--- src/rtl/regfile_wb_arbiter_pkg.sv ---
// regfile_wb_arbiter_pkg: shared widths and requester ids for the writeback arbiter
package regfile_wb_arbiter_pkg;
  localparam int XLEN_D = 32;
  localparam int NREG_D = 32;
  localparam int AW_D = 5;
  typedef enum logic {REQ_ALU = 1'b0, REQ_LSU = 1'b1} req_id_e;
endpackage

--- src/rtl/regfile_wb_arbiter_if.sv ---
// regfile_wb_arbiter_if: writeback requesters, register file write port and issue scoreboard signals
interface regfile_wb_arbiter_if #(parameter int XLEN = 32, parameter int NREG = 32, parameter int AW = 5);
  logic alu_valid, alu_ready, lsu_valid, lsu_ready;
  logic [AW-1:0] alu_rd, lsu_rd;
  logic [XLEN-1:0] alu_data, lsu_data;
  logic rf_we;
  logic [AW-1:0] rf_wa;
  logic [XLEN-1:0] rf_wd;
  logic iss_valid, iss_hazard;
  logic [AW-1:0] iss_rd, iss_rs1, iss_rs2;
  logic [NREG-1:0] pending;
  modport slave (
    input alu_valid, alu_rd, alu_data, lsu_valid, lsu_rd, lsu_data, iss_valid, iss_rd, iss_rs1, iss_rs2,
    output alu_ready, lsu_ready, rf_we, rf_wa, rf_wd, iss_hazard, pending
  );
  modport master (
    output alu_valid, alu_rd, alu_data, lsu_valid, lsu_rd, lsu_data, iss_valid, iss_rd, iss_rs1, iss_rs2,
    input alu_ready, lsu_ready, rf_we, rf_wa, rf_wd, iss_hazard, pending
  );
endinterface

--- src/rtl/regfile_wb_arbiter_wb_rr_arbiter.sv ---
// wb_rr_arbiter: two-way round-robin grant; last-grant moves only on a transfer
module wb_rr_arbiter
  import regfile_wb_arbiter_pkg::*;
(
  input  logic clk,
  input  logic rst,
  input  logic alu_valid,
  input  logic lsu_valid,
  output logic alu_ready,
  output logic lsu_ready
);
  req_id_e last;
  always_comb begin
    alu_ready = !rst && alu_valid && (!lsu_valid || last == REQ_LSU);
    lsu_ready = !rst && lsu_valid && (!alu_valid || last == REQ_ALU);
  end
  always_ff @(posedge clk)
    if (rst) last <= REQ_LSU;
    else if (alu_ready) last <= REQ_ALU;
    else if (lsu_ready) last <= REQ_LSU;
endmodule

--- src/rtl/regfile_wb_arbiter.sv ---
// regfile_wb_arbiter: arbitrates ALU/LSU writebacks onto one register file write port.
// Define WB_SCOREBOARD_EN to build the per-register pending scoreboard and issue hazard check.
module regfile_wb_arbiter
  import regfile_wb_arbiter_pkg::*;
#(
  parameter int XLEN = XLEN_D,
  parameter int NREG = NREG_D,
  parameter int AW = AW_D
) (
  input logic clk,
  input logic rst,
  regfile_wb_arbiter_if.slave bus
);
  logic alu_ready, lsu_ready, take, wr, we;
  logic [AW-1:0] sel_rd, wa;
  logic [XLEN-1:0] sel_data, wd;
  wb_rr_arbiter u_arb (
    .clk(clk),
    .rst(rst),
    .alu_valid(bus.alu_valid),
    .lsu_valid(bus.lsu_valid),
    .alu_ready(alu_ready),
    .lsu_ready(lsu_ready)
  );
  always_comb begin
    take = alu_ready || lsu_ready;
    sel_rd = alu_ready ? bus.alu_rd : bus.lsu_rd;
    sel_data = alu_ready ? bus.alu_data : bus.lsu_data;
    wr = take && sel_rd != '0;
  end
  // address/data only move on a real write, so x0 transfers leave them untouched
  always_ff @(posedge clk)
    if (rst) begin
      we <= 1'b0;
      wa <= '0;
      wd <= '0;
    end else begin
      we <= wr;
      if (wr) begin
        wa <= sel_rd;
        wd <= sel_data;
      end
    end
  assign bus.alu_ready = alu_ready;
  assign bus.lsu_ready = lsu_ready;
  assign bus.rf_we = we;
  assign bus.rf_wa = wa;
  assign bus.rf_wd = wd;
`ifdef WB_SCOREBOARD_EN
  logic [NREG-1:0] pend, set_m, clr_m;
  always_comb begin
    set_m = (bus.iss_valid && bus.iss_rd != '0) ? NREG'(1) << bus.iss_rd : '0;
    clr_m = wr ? NREG'(1) << sel_rd : '0;
  end
  // set is applied after clear so a same-edge issue to the same rd wins
  always_ff @(posedge clk)
    if (rst) pend <= '0;
    else pend <= (pend & ~clr_m) | set_m;
  assign bus.pending = pend;
  assign bus.iss_hazard = bus.iss_valid && (pend[bus.iss_rs1] || pend[bus.iss_rs2]);
`else
  logic unused_iss;
  assign unused_iss = ^{bus.iss_valid, bus.iss_rd, bus.iss_rs1, bus.iss_rs2};
  assign bus.pending = {NREG{1'b0}};
  assign bus.iss_hazard = 1'b0;
`endif
endmodule
--- src/flat_wrapper.sv ---
// flat-port wrapper written by rule: the top's interface ports become plain ports
module regfile_wb_arbiter_flat import regfile_wb_arbiter_pkg::*;
#(
  parameter int XLEN = XLEN_D,
  parameter int NREG = NREG_D,
  parameter int AW = AW_D
)
  (clk, rst, bus_alu_valid, bus_alu_rd, bus_alu_data, bus_lsu_valid, bus_lsu_rd, bus_lsu_data, bus_iss_valid, bus_iss_rd, bus_iss_rs1, bus_iss_rs2, bus_alu_ready, bus_lsu_ready, bus_rf_we, bus_rf_wa, bus_rf_wd, bus_iss_hazard, bus_pending);
  regfile_wb_arbiter_if #(.XLEN(XLEN), .NREG(NREG), .AW(AW)) bus_i ();
  input logic clk;
  input logic rst;
  input wire logic [$bits(bus_i.alu_valid)-1:0] bus_alu_valid;
  input wire logic [$bits(bus_i.alu_rd)-1:0] bus_alu_rd;
  input wire logic [$bits(bus_i.alu_data)-1:0] bus_alu_data;
  input wire logic [$bits(bus_i.lsu_valid)-1:0] bus_lsu_valid;
  input wire logic [$bits(bus_i.lsu_rd)-1:0] bus_lsu_rd;
  input wire logic [$bits(bus_i.lsu_data)-1:0] bus_lsu_data;
  input wire logic [$bits(bus_i.iss_valid)-1:0] bus_iss_valid;
  input wire logic [$bits(bus_i.iss_rd)-1:0] bus_iss_rd;
  input wire logic [$bits(bus_i.iss_rs1)-1:0] bus_iss_rs1;
  input wire logic [$bits(bus_i.iss_rs2)-1:0] bus_iss_rs2;
  output wire logic [$bits(bus_i.alu_ready)-1:0] bus_alu_ready;
  output wire logic [$bits(bus_i.lsu_ready)-1:0] bus_lsu_ready;
  output wire logic [$bits(bus_i.rf_we)-1:0] bus_rf_we;
  output wire logic [$bits(bus_i.rf_wa)-1:0] bus_rf_wa;
  output wire logic [$bits(bus_i.rf_wd)-1:0] bus_rf_wd;
  output wire logic [$bits(bus_i.iss_hazard)-1:0] bus_iss_hazard;
  output wire logic [$bits(bus_i.pending)-1:0] bus_pending;
  assign bus_i.alu_valid = bus_alu_valid;
  assign bus_i.alu_rd = bus_alu_rd;
  assign bus_i.alu_data = bus_alu_data;
  assign bus_i.lsu_valid = bus_lsu_valid;
  assign bus_i.lsu_rd = bus_lsu_rd;
  assign bus_i.lsu_data = bus_lsu_data;
  assign bus_i.iss_valid = bus_iss_valid;
  assign bus_i.iss_rd = bus_iss_rd;
  assign bus_i.iss_rs1 = bus_iss_rs1;
  assign bus_i.iss_rs2 = bus_iss_rs2;
  assign bus_alu_ready = bus_i.alu_ready;
  assign bus_lsu_ready = bus_i.lsu_ready;
  assign bus_rf_we = bus_i.rf_we;
  assign bus_rf_wa = bus_i.rf_wa;
  assign bus_rf_wd = bus_i.rf_wd;
  assign bus_iss_hazard = bus_i.iss_hazard;
  assign bus_pending = bus_i.pending;
  regfile_wb_arbiter #(.XLEN(XLEN), .NREG(NREG), .AW(AW)) u_core (.clk(clk), .rst(rst), .bus(bus_i));
endmodule
--- config.mk ---
export PLATFORM = sky130hd
export DESIGN_NAME = regfile_wb_arbiter_flat
export DESIGN_NICKNAME = d
export VERILOG_FILES = /design/src/rtl/regfile_wb_arbiter_pkg.sv /design/src/rtl/regfile_wb_arbiter_if.sv /design/src/rtl/regfile_wb_arbiter_wb_rr_arbiter.sv /design/src/rtl/regfile_wb_arbiter.sv /design/src/flat_wrapper.sv
export SDC_FILE = /design/constraint.sdc
export NUM_CORES = 1
export LEC_CHECK = 0
export ABC_AREA = 1
export ABC_CLOCK_PERIOD_IN_PS = 1500
export BUFFER_PORTS_ARGS = -buffer_cell sky130_fd_sc_hd__buf_2
export CORE_MARGIN = 10
export CORE_UTILIZATION = 37
export DETAILED_ROUTE_END_ITERATION = 10
export PLACE_DENSITY_LB_ADDON = 0.2
export SETUP_SLACK_MARGIN = 0.1
export SYNTH_ARGS = -nofsm -noshare
export SYNTH_HDL_FRONTEND = slang
export SYNTH_HIERARCHICAL = 1
export SYNTH_SLANG_ARGS = --single-unit
--- constraint.sdc ---
create_clock -name clk -period 1.5 [get_ports clk]
set_clock_uncertainty 0.1 [all_clocks]
set_input_delay 0.3 -clock clk [delete_from_list [all_inputs] [get_ports clk]]
set_output_delay 0.3 -clock clk [all_outputs]
set_load 0.02 [all_outputs]
Word level (Yosys, flattened, before mapping):

Index checks and enable logic that the tools add are counted.

* mux-type cells: 4
* bitwise operators: 1
* reductions and logical operators: 13

Operator list (number)
* two-way mux 32 bit: 1
* logical AND 1 bit: 5
* two-way mux 5 bit: 1
* nonzero test 5 bit: 1
* zero test 1 bit: 3
* logical OR 1 bit: 3
* two-way mux 1 bit: 2
* nonzero test 2 bit: 1
* NOT 1 bit: 1

* bits in registers: 39
* input port bits: 94
* output and inout port bits: 73
* word-level logic and storage cells: 22

Depth between registers and ports, before layout:

* word-level depth: 6
* depth in mapped cells: 13
* gate-level depth less buffers: 12

Cells and area by module:

Netlist, hierarchy kept.

Modules (own cells, without submodules)
* regfile_wb_arbiter: instances 1, cells an instance 292, area an instance 2254.7 sq um, seq. area each 760.7 sq um
* wb_rr_arbiter: instances 1, cells an instance 14, area an instance 75.1 sq um, seq. area each 20.0 sq um

Worst setup path after synthesis:

Ideal clock, no wire load.

* kind: register -> register
* start point: register u_core.u_arb.last
* end point: register u_core.wd[11], in the netlist u_core/bus.rf_wd[11]
* library setup time: 115 ps
* arrival time: 1646 ps
* data required time: 1285 ps
* path slack: -361 ps
* cell stages (with the launch flop): 14
* path buffers: 2
* clock period less this slack: 1861 ps
* path through: dfxtp_1 -> inv_1 -> nand2_2 -> inv_2 -> nor2_2 -> inv_1 -> nand2_1 -> nand2_1 -> nor2_1 -> nand3_2 -> buf_6 -> buf_6 -> a21oi_1 -> nor2_1

* word-level cells in the longest chain between the ends: 5
* elaborated cells between the ends (all ways): 10
* classes of those cells: 2 x mux; 1 x bitwise; 7 x reduce/logical

Ends and longest elaborated chain
* from (decl): RTL line regfile_wb_arbiter_wb_rr_arbiter.sv:12 `req_id_e last;`
* from (signal assigned): RTL line regfile_wb_arbiter_wb_rr_arbiter.sv:18 `if (rst) last <= REQ_LSU;`
* from (signal assigned): RTL line regfile_wb_arbiter_wb_rr_arbiter.sv:19 `else if (alu_ready) last <= REQ_ALU;`
* from (signal assigned): RTL line regfile_wb_arbiter_wb_rr_arbiter.sv:20 `else if (lsu_ready) last <= REQ_LSU;`
* logical OR 1 bit (*): RTL line regfile_wb_arbiter_wb_rr_arbiter.sv:14 `alu_ready = !rst && alu_valid && (!lsu_valid || last == REQ_LSU);`
* logical AND 1 bit (*): RTL line regfile_wb_arbiter_wb_rr_arbiter.sv:14
* named net bus_alu_ready: RTL line flat_wrapper.sv:22 `output wire logic [$bits(bus_i.alu_ready)-1:0] bus_alu_ready;`
* two-way mux 5 bit: RTL line regfile_wb_arbiter.sv:27 `sel_rd = alu_ready ? bus.alu_rd : bus.lsu_rd;`
* nonzero test 5 bit: RTL line regfile_wb_arbiter.sv:29 `wr = take && sel_rd != '0;`
* logical AND 1 bit: RTL line regfile_wb_arbiter.sv:29
* to (signal assigned): RTL line regfile_wb_arbiter.sv:41 `wd <= sel_data;`
* to (decl): RTL line regfile_wb_arbiter.sv:16 `logic [XLEN-1:0] sel_data, wd;`

The timed path passes the listed nets; every way through them passes the cells marked *.
A chain may end at the register's enable or synchronous reset.

Final worst setup path:

* start point: register u_core.u_arb.last
* end point: register u_core.wa[4], in the netlist u_core/bus.rf_wa[4]

* word-level cells in the longest chain between the ends: 5
* elaborated cells between the ends (all ways): 9
* classes of those cells: 1 x mux; 1 x bitwise; 7 x reduce/logical

Ends and longest elaborated chain
* logical OR 1 bit / NOT 1 bit (equally long branches): RTL line regfile_wb_arbiter_wb_rr_arbiter.sv:14, regfile_wb_arbiter_wb_rr_arbiter.sv:15
* logical AND 1 bit / logical OR 1 bit (equally long branches): RTL line regfile_wb_arbiter_wb_rr_arbiter.sv:14, regfile_wb_arbiter_wb_rr_arbiter.sv:15
* two-way mux 5 bit / logical AND 1 bit (equally long branches): RTL line regfile_wb_arbiter.sv:27, regfile_wb_arbiter_wb_rr_arbiter.sv:15
* nonzero test 5 bit / logical OR 1 bit (equally long branches): RTL line regfile_wb_arbiter.sv:29, regfile_wb_arbiter.sv:26
* logical AND 1 bit: RTL line regfile_wb_arbiter.sv:29
* to (signal assigned): RTL line regfile_wb_arbiter.sv:40 `wa <= sel_rd;`
* to (decl): RTL line regfile_wb_arbiter.sv:15 `logic [AW-1:0] sel_rd, wa;`

Several ways; a longest one is shown, not always the timed one.

==> run_results.csv <==
group,metric,value,unit
run_status,status,"finished, violations left",
run_status,failed_checks,"setup timing",
sta,hold_viol,0,
setup_path,timing.critical_path.arrival,1.84,ns
floorplan,die-height,99.4,um
floorplan,row_count,28,
finish,proportion_of_layout_cells_with_a_drive_suffix_above_1,43.2,%
setup_path,ff2ff_setup_slack,-0.26,ns
detailed_routing,first_pass_iters,4,
yosys,post-synth-top-area-cell,"dfxtp_1",
detailed_routing,total_wire_length,6990,um
place,routabilityCongestion,0.750,
power_and_ir_drop,design_power_total,2.93,mW
yosys,syn-instance-count,306,
floorplan,initial_utilization,38.7,%
yosys,synth_area_per_inst,7.61,um^2
power_and_ir_drop,share_comb_of_total_power,32.7,%
finish,area.growth.synth_to_final,38.7,%
finish,nNetsFinal,521,
floorplan,dieArea,9870,um^2
setup_path,worstSetupEndpointType,"flip-flop",
finish,postLayoutCoreUtil,53.6,%
yosys,synth.ff_latch_count,39,
detailed_routing,drcViolationCount,0,
detailed_routing,drt.antenna.violating_nets,0,
finish,final_cell_area,3230,um^2
setup_path,slowest_delay,0.34,ns
sta,final-setup-viol-count,39,
grt,pin_count_of_the_biggest_net_entering_global_routing,33,
power_and_ir_drop,internal_power,1.96,mW
hold_path,hold_end,"u_core/u_arb/last",
power_and_ir_drop,p_leak,1.66,nW
sta,worst_hold_slack,0.159,ns
hold_path,hold_path.class,"in -> reg",
yosys,yosysSeqAreaShare,33.5,%
setup_path,startpoint_type,"flip-flop",
detailed_routing,avgViaCountPerCell,4.54,
floorplan,pin_count,167,
cts,worst_setup_hold_path_clk_slew,0.08,ns
detailed_routing,detailroute.via_count,2282,
yosys,post_syn_area,2330,um^2
floorplan,die_x,99.4,um
setup_path,r2r-end,"u_core/bus.rf_wa[4]",
grt,global_route.usage.total,12.9,%
cts,cts_tree,"done",
grt,grt_first_pass_wirelength,10800,um
yosys,yosys-top-cells-area,"dfxtp_1, mux2i_1, buf_4",
setup_path,critPathKind,"reg -> reg",
run,drv.max_cap_violation_count,0,
cts,cts.htree.levels,2,
sta,postLayoutSetupSlackWorst,-0.263,ns
setup_path,cp_cell_sequence,"inv_2 > nand2_2 > inv_2 > nor2_4 > inv_2 > nand2_2 > nand2_2 > nor2_4 > nand3_4 > clkbuf_16 > a21oi_1 > nor2_1",
setup_path,crit_path_buffers_inverters,4,
finish,antenna_cells,0,
setup_path,timing.critical_path.max_delay_family,"simple AND/OR/NAND/NOR gates",
grt,via_count_of_the_first_global_routing_pass,2338,
detailed_routing,detailedRoute.firstIterationViolations,106,
setup_path,cell_count_of_the_worst_reg_to_reg_path,12,
place,dp_hpwl,5260,um
power_and_ir_drop,power.net_switching,0.970,mW
power_and_ir_drop,vdd.ir_drop.worst,0.000554,V
yosys,yosysWarnings,6,
cts,cts-buffers-inserted,5,
floorplan,fp.coreArea,6030,um^2
power_and_ir_drop,power.switching_fraction,33.1,%
sta,finalCritPeriodShare,118,%
setup_path,timing.critical_path.fanout_max,16,
sta,unrepaired_setup_endpoints_after_global_routing,"true",
sta,totalNegativeSetupSlack,-8.14,ns
sta,final_period_minus_worst_setup_slack,1.76,ns
power_and_ir_drop,p_seq_share,40.7,%
power_and_ir_drop,powerDensity,907,nW/um^2
cts,cts.sinks,39,
setup_path,cp_data_required_time,1.58,ns
grt,grt_antenna_before_repair,0,
power_and_ir_drop,power.share.clock,26.7,%
yosys,synth.lib_cells_used.distinct,19,
grt,grt_remaining_overflow,0,
cts,ctsRootBufferMaster,"clkbuf_8",
sta,clock.fmax,567,MHz
setup_path,crit-reg2reg-launch,"u_core/u_arb/last",
detailed_routing,route.detailed.wl_per_inst,13.9,um
hold_path,hold-path-cell-count,3,
place,numPortBuffers,117,
cts,clock_latency,0.28,ns
setup_path,critPathSlowestCell,"dfxtp_2",
hold_path,hold_path_startpoint,"bus_lsu_valid",
cts,cts_buffer_depth,2,
place,dp_area,2950,um^2
sta,timing_max_transition_violations_final,0,
yosys,synth.top_cell.area_share,33.5,%
==> kinds of logic (layout without fill, tap and decap cells) <==
group,Yosys count,count (layout),synth area share [%]
compound gates,38,38,11.1
buf+inv,62,152,17.2
flops,39,39,33.5
mux,32,32,13.7
other cells,1,33,0.161
simple gates,134,134,24.3
==> how the worst max path moves through the flow <==
stage                     slack, ns                    to  cells after the start               from
after global placement        -0.28   u_core/bus.rf_wd[7]                     13                rst
after detailed placement      -0.34   u_core/bus.rf_wd[6]                     13                rst
final                         -0.26   u_core/bus.rf_wa[4]                     12  u_core/u_arb/last
after global routing          -0.37  u_core/bus.rf_wd[25]                     13  u_core/u_arb/last
after CTS                     -0.25  u_core/bus.rf_wd[30]                     12  u_core/u_arb/last
after floorplan               -0.20  u_core/bus.rf_wd[10]                     13  u_core/u_arb/last
==> worst reg2reg max path, stage by stage, from the launching register on <==
cell and delay (ns):
dfxtp_2 0.34, inv_2 0.03, nand2_2 0.05, inv_2 0.04, nor2_4 0.14, inv_2 0.09, nand2_2 0.06, nand2_2 0.06
nor2_4 0.13, nand3_4 0.17, clkbuf_16 0.25, a21oi_1 0.13, nor2_1 0.06
==> through the flow <==
stage | cells | setup slack, ns
after floorplan | 338 | -0.203
after global placement | 491 | -0.284
after detailed placement | 491 | -0.338
after CTS | 501 | -0.245
after global routing | 503 | -0.366
final | 503 | -0.263
==> routing by layer <==
layer / track usage (%) / wire [um]
met1: 14.1 / 2810
met2: 22.3 / 3450
met5: 0 / 0
met3: 5.95 / 685
met4: 2.65 / 42
==> layout by cell type (no fill, tap or decap), drive strengths merged <==
cell,synthesis,routed
mux2i,32,32
dfxtp,39,39
nor2,38,38
bufbuf,0,1
clkbuf,3,10
a21oi,37,37
inv,7,7
nand3,36,36
nand2,58,58
buf,52,134
o21ai,1,1
conb,1,33
or2,2,2
==> sequential cells by signal (all words and copies together), names as in the netlist <==
signal	count
u_core/bus.rf_wa	5
u_core/bus.rf_wd	32
u_core/bus.rf_we	1
u_core/u_arb/last	1
==> repair_timing <==
item                       in CTS  in global routing
pin swaps                       0                  2
setup buffers                   1                  0
setup endpoints to repair      40                 40
hold buffers                    0                  0
cloned                          1                  2
resized for setup               8                 15
==> Yosys cell counts, drive strengths merged <==
| library cell | count |
|---|---|
| conb | 1 |
| nor2 | 38 |
| or2 | 2 |
| a21oi | 37 |
| buf | 52 |
| nand2 | 58 |
| clkbuf | 3 |
| dfxtp | 39 |
| o21ai | 1 |
| inv | 7 |
| mux2i | 32 |
| nand3 | 36 |
==> area by class of cell <==
class,count,area [um^2]
repair buffers,137,895
well taps,75,93.8
fillers,583,2800
multi-input cells,237,1330
flip-flops and latches,39,782
clock buffers,8,100
inverters,7,26.3
==> power groups by stage <==
| stage | combinational [mW] | sequential [mW] | clock [mW] |
|---|---|---|---|
| after floorplan | 0.536 | 1.33 | 0 |
| after global placement | 0.885 | 1.21 | 0 |
| after detailed placement | 0.895 | 1.22 | 0 |
| after CTS | 0.934 | 1.19 | 0.814 |
| after global routing | 1.06 | 1.20 | 0.860 |
| final | 0.957 | 1.19 | 0.781 |
Note: power is estimated with default switching activity, not from simulation.
